==> src/rtl/slime_ctrl.sv <==
// Lifecycle controller for one slime enemy: ALIVE -> FROZEN -> SHATTER -> DEAD -> ALIVE,
// paced by frame ticks through a single shared 9-bit frame counter.
module slime_ctrl #(
  parameter int unsigned FREEZE_FRAMES  = 180,
  parameter int unsigned THAW_WARN      = 60,
  parameter int unsigned BLINK_DIV      = 8,
  parameter int unsigned BREAK_FRAMES   = 30,
  parameter int unsigned RESPAWN_FRAMES = 300
) (
  input  logic       i_clk,
  input  logic       i_rst,
  input  logic       i_frame_tick,
  input  logic       i_ice_hit,
  input  logic       i_contact,
  output logic       o_isfrozen,
  output logic       o_active,
  output logic       o_visible,
  output logic       o_shatter,
  output logic       o_score_pulse,
  output logic       o_player_hurt,
  output logic [1:0] o_state
);

  localparam int unsigned BLINK_BIT = $clog2(BLINK_DIV);
  localparam logic [8:0] FREEZE_LD  = 9'(FREEZE_FRAMES);
  localparam logic [8:0] BREAK_LD   = 9'(BREAK_FRAMES);
  localparam logic [8:0] RESPAWN_LD = 9'(RESPAWN_FRAMES);
  localparam logic [8:0] WARN_LIM   = 9'(THAW_WARN);

  typedef enum logic [1:0] {ALIVE = 2'd0, FROZEN = 2'd1, SHATTER = 2'd2, DEAD = 2'd3} state_t;

  state_t     r_state, w_nstate;
  logic [8:0] r_cnt, w_ncnt;
  logic       r_contact_d;
  logic       w_dec, w_last, w_hurt, w_score, w_nvis;

  assign w_dec  = i_frame_tick && (r_cnt != 9'd0);
  assign w_last = i_frame_tick && (r_cnt == 9'd1);

  always_comb begin
    w_nstate = r_state;
    w_ncnt   = w_dec ? r_cnt - 9'd1 : r_cnt;
    w_hurt   = 1'b0;
    w_score  = 1'b0;
    unique case (r_state)
      ALIVE: begin
        if (i_ice_hit) begin
          w_nstate = FROZEN;
          w_ncnt   = FREEZE_LD;
        end else begin
          w_hurt = i_contact && !r_contact_d;
        end
      end
      FROZEN: begin
        // contact level shatters even when an ice hit lands the same cycle
        if (i_contact) begin
          w_nstate = SHATTER;
          w_ncnt   = BREAK_LD;
          w_score  = 1'b1;
        end else if (i_ice_hit) begin
          w_ncnt   = FREEZE_LD;
        end else if (w_last) begin
          w_nstate = ALIVE;
          w_ncnt   = 9'd0;
        end
      end
      SHATTER: begin
        if (w_last) begin
          w_nstate = DEAD;
          w_ncnt   = RESPAWN_LD;
        end
      end
      DEAD: begin
        if (w_last) begin
          w_nstate = ALIVE;
          w_ncnt   = 9'd0;
        end
      end
      default: ;
    endcase
  end

  // Outputs are registered from next-state values so they move with the transition edge.
  always_comb begin
    w_nvis = 1'b1;
    if (w_nstate == DEAD)
      w_nvis = 1'b0;
    else if (w_nstate == FROZEN && w_ncnt <= WARN_LIM)
      w_nvis = w_ncnt[BLINK_BIT];
  end

  always_ff @(posedge i_clk or posedge i_rst) begin
    if (i_rst) begin
      r_state       <= ALIVE;
      r_cnt         <= 9'd0;
      r_contact_d   <= 1'b0;
      o_isfrozen    <= 1'b0;
      o_active      <= 1'b1;
      o_visible     <= 1'b1;
      o_shatter     <= 1'b0;
      o_score_pulse <= 1'b0;
      o_player_hurt <= 1'b0;
    end else begin
      r_state       <= w_nstate;
      r_cnt         <= w_ncnt;
      r_contact_d   <= i_contact;
      o_isfrozen    <= (w_nstate == FROZEN);
      o_active      <= (w_nstate == ALIVE) || (w_nstate == FROZEN);
      o_visible     <= w_nvis;
      o_shatter     <= (w_nstate == SHATTER);
      o_score_pulse <= w_score;
      o_player_hurt <= w_hurt;
    end
  end

  assign o_state = r_state;

endmodule

==> config.mk <==
export PLATFORM = sky130hd
export DESIGN_NAME = slime_ctrl
export DESIGN_NICKNAME = d
export VERILOG_FILES = /design/src/rtl/slime_ctrl.sv
export SDC_FILE = /design/constraint.sdc
export NUM_CORES = 1
export LEC_CHECK = 0
export BUFFER_PORTS_ARGS = -buffer_cell sky130_fd_sc_hd__buf_2
export CORE_ASPECT_RATIO = 1.5
export CORE_UTILIZATION = 49
export CTS_BUF_LIST = sky130_fd_sc_hd__clkbuf_4 sky130_fd_sc_hd__clkbuf_8 sky130_fd_sc_hd__clkbuf_16
export CTS_CLUSTER_DIAMETER = 150
export CTS_CLUSTER_SIZE = 12
export DETAILED_ROUTE_END_ITERATION = 10
export PLACE_DENSITY = 0.69
export SETUP_SLACK_MARGIN = 0.3
export SYNTH_ARGS = -nofsm -noshare
export SYNTH_HDL_FRONTEND = slang
export SYNTH_SLANG_ARGS = --single-unit
==> constraint.sdc <==
create_clock -name i_clk -period 3.76 [get_ports i_clk]
set_clock_uncertainty 0.2 [all_clocks]
set_input_delay 0.376 -clock i_clk [delete_from_list [all_inputs] [get_ports i_clk]]
set_output_delay 0.376 -clock i_clk [all_outputs]
set_load 0.1 [all_outputs]
==> impl_metrics.csv <==
group,metric,value,unit
yosys,ys_top_cells_by_area,"dfrtp_1 36%, dfstp_2 4.7%, inv_1 4.3%",
floorplanning,initial_core_util,53.5,%
floorplanning,fp.coreArea,0.00210,mm^2
placement,dp_hpwl,1950,um
yosys,synth_commonest_cells,"16 x dfrtp_1, 13 x inv_1, 8 x a21oi_1",
route,firstDrtPassIters,4,
timing,slew_headroom,53.9,%
clocking,hold_buffers,1,
grt,grt_pass1_vias,927,
timing,final-setup-viol-count,0,
flow_run,drv_cap,0,
route,vias,944,
final_layout,area_growth,10.1,%
setup_path,end_kind,"flip-flop",
clocking,clock_latency,0.30,ns
final_layout,fin_area,0.00124,mm^2
clocking,clk_pin_slew_worst_paths,0.10,ns
route,drt-vias-per-instance,6.38,
setup_path,start_kind,"flip-flop",
timing,fin_setup_tns,0,ns
final_layout,stdcell_count,148,
yosys,syn_nets,120,
setup_path,cp_max_fo,4,
yosys,synth_top_area_cell,"dfrtp_1",
yosys,avgSynthCellArea,10.0,um^2
yosys,ys_seq_area_share,40.3,%
final_layout,nFillCells,187,
setup_path,reg2regPathDepth,7,
yosys,synthesis.area,0.00112,mm^2
grt,grt_max_degree,19,
timing,rsz0062_at_grt,"no",
placement,placed_cell_area,0.00119,mm^2
final_layout,diodes,0,
setup_path,required,3.79,ns
clocking,clockBufferDepth,2,
yosys,synth_top_area_share,35.6,%
timing,maxSlewViolCount,0,
floorplanning,die_w,41.1,um
clocking,cts_root_buf,"clkbuf_4",
yosys,synthCells,112,
final_layout,layout.nets,135,
clocking,cts_resized,0,
clocking,cts_made_buffers,3,
setup_path,crit_arrival,2.46,ns
floorplanning,dieArea,0.00249,mm^2
pwr,pwr_density_cell,856,mW/mm^2
yosys,synth_most_common_cell,"dfrtp_1",
timing,period_minus_slack,2.43,ns
grt,grt_util_all_layers,25.2,%
yosys,yosysWarnings,0,
yosys,synthFlopType,"dfrtp_1",
pwr,ir_worst_vdd,0.554,mV
timing,timing.final.crit_share,64.6,%
timing,hold_ws,0.0540,ns
floorplanning,row_count,20,
pwr,p_leak,0.543,nW
yosys,ys_seq_elements,18,
grt,grt_pass1_wl,4120,um
floorplanning,die_h,60.6,um
hold_path,hold-path-cell-count,1,
grt,antenna_found_initial,0,
yosys,synth_cell_types,51,
timing,worst_pin_slew,0.685,ns
clocking,post_cts_buffers,0,
placement,gp_congestion,0.840,
outcome,status,"finished clean",
final_layout,drive_gt1_share,21.4,%
route,drc,0,
placement,place_inst,143,
pwr,totalPowerFinal,1.06,mW
clocking,htree_levels,1,
clocking,cts_sinks,18,
route,routed_wl,2640,um
yosys,synth_edf_count,0,
timing,fmax,0.412,GHz
grt,grt_overflow,0,
setup_path,crit_type,"reg2reg",
clocking,cts_tree,"built",
route,post_drt_wl_per_cell,17.9,um
route,drt_iter0_markers,39,
hold_path,hold_path_class,"in2reg",
timing,finalHoldViolCount,0,
floorplanning,pin_count,13,
placement,io_buffers,12,
yosys,synthArstFlopShare,100,%
route,drtAntennaViolNets,0,
worst paths after layout:
kind                              from            end  slack, ns
hold reg to reg            r_contact_d  o_player_hurt       0.21
setup / recovery              r_cnt[1]      o_visible       1.33
setup reg to reg              r_cnt[1]      o_visible       1.33
max in group asynchronous        i_rst       r_cnt[8]       2.44
min in group asynchronous        i_rst       r_cnt[6]       0.49
hold / removal               i_contact    r_contact_d       0.05
critical path: stages (launching register included):
cell,delay (ns)
dfrtp_1,0.41
inv_1,0.11
ha_1,0.21
or4bb_1,0.63
nor3_1,0.26
o21ai_1,0.15
a221oi_2,0.27
a31oi_1,0.12
cell type report:
type	instances	area [um^2]	area share, %
clock buffer	4	36.3	2.93
inverter	13	48.8	3.94
multi-input combinational	78	602	48.6
sequential	18	453	36.6
tap	22	27.5	2.22
timing repair buffer	13	70.1	5.66
where the power goes:
part	switching, mW	internal, mW	total [mW]
logic	0.415	0.158	0.573
clock network	0.0611	0.0592	0.120
registers	0.0996	0.266	0.366
state kept, by name, indices dropped and copies added, names as in the netlist:
register	cells
o_shatter	1
o_visible	1
o_player_hurt	1
r_contact_d	1
o_isfrozen	1
o_state	2
o_score_pulse	1
o_active	1
r_cnt	9
layer usage:
metal / track usage (%) / vias to the layer above / wire length (um)
li1: - / 450 / -
met1: 29.1 / 456 / 1090
met2: 42.0 / 27 / 1380
met3: 1.83 / 11 / 65
met4: 17.1 / 0 / 107
met5: 0 / - / 0
cells by family (layout without fill, tap and decap cells):
group                      Yosys count  count (layout)  share of synthesized area, %
AOI/OAI and AO/OA                   37              37                          26.8
xor gates and xnor gates             3               3                          2.34
adders and majority gates            3               3                          3.34
buffers and inverters               16              30                          6.12
DFF                                 18              18                          40.3
muxes                                2               2                          1.78
and+or+nand+nor                     33              33                          19.3
cell usage in the layout, fill, tap and decap left out, drive strengths merged, types with 2 or more instances in the layout:
| master | netlist | layout |
|---|---|---|
| nor4 | 4 | 4 |
| ha | 3 | 3 |
| inv | 13 | 13 |
| o32ai | 2 | 2 |
| dfrtp | 16 | 16 |
| buf | 2 | 12 |
| nor2 | 6 | 6 |
| or2 | 2 | 2 |
| o21ai | 6 | 6 |
| a22o | 2 | 2 |
| xor2 | 2 | 2 |
| mux2i | 2 | 2 |
| o31ai | 2 | 2 |
| or3 | 2 | 2 |
| dfstp | 2 | 2 |
| nand2 | 5 | 5 |
| nor2b | 2 | 2 |
| a31oi | 3 | 3 |
| clkbuf | 1 | 4 |
| a21oi | 8 | 8 |
| nand4 | 3 | 3 |
| nand2b | 2 | 2 |
stage by stage:
step                      worst slack [ns]  util (%)
after global routing                  1.19      58.9
after CTS                             1.31      58.9
after floorplan                       1.44         -
after global placement                1.36      56.7
after detailed placement              1.34      56.7
final                                 1.33      58.9
No activity file was read; power rests on OpenSTA's default activity.
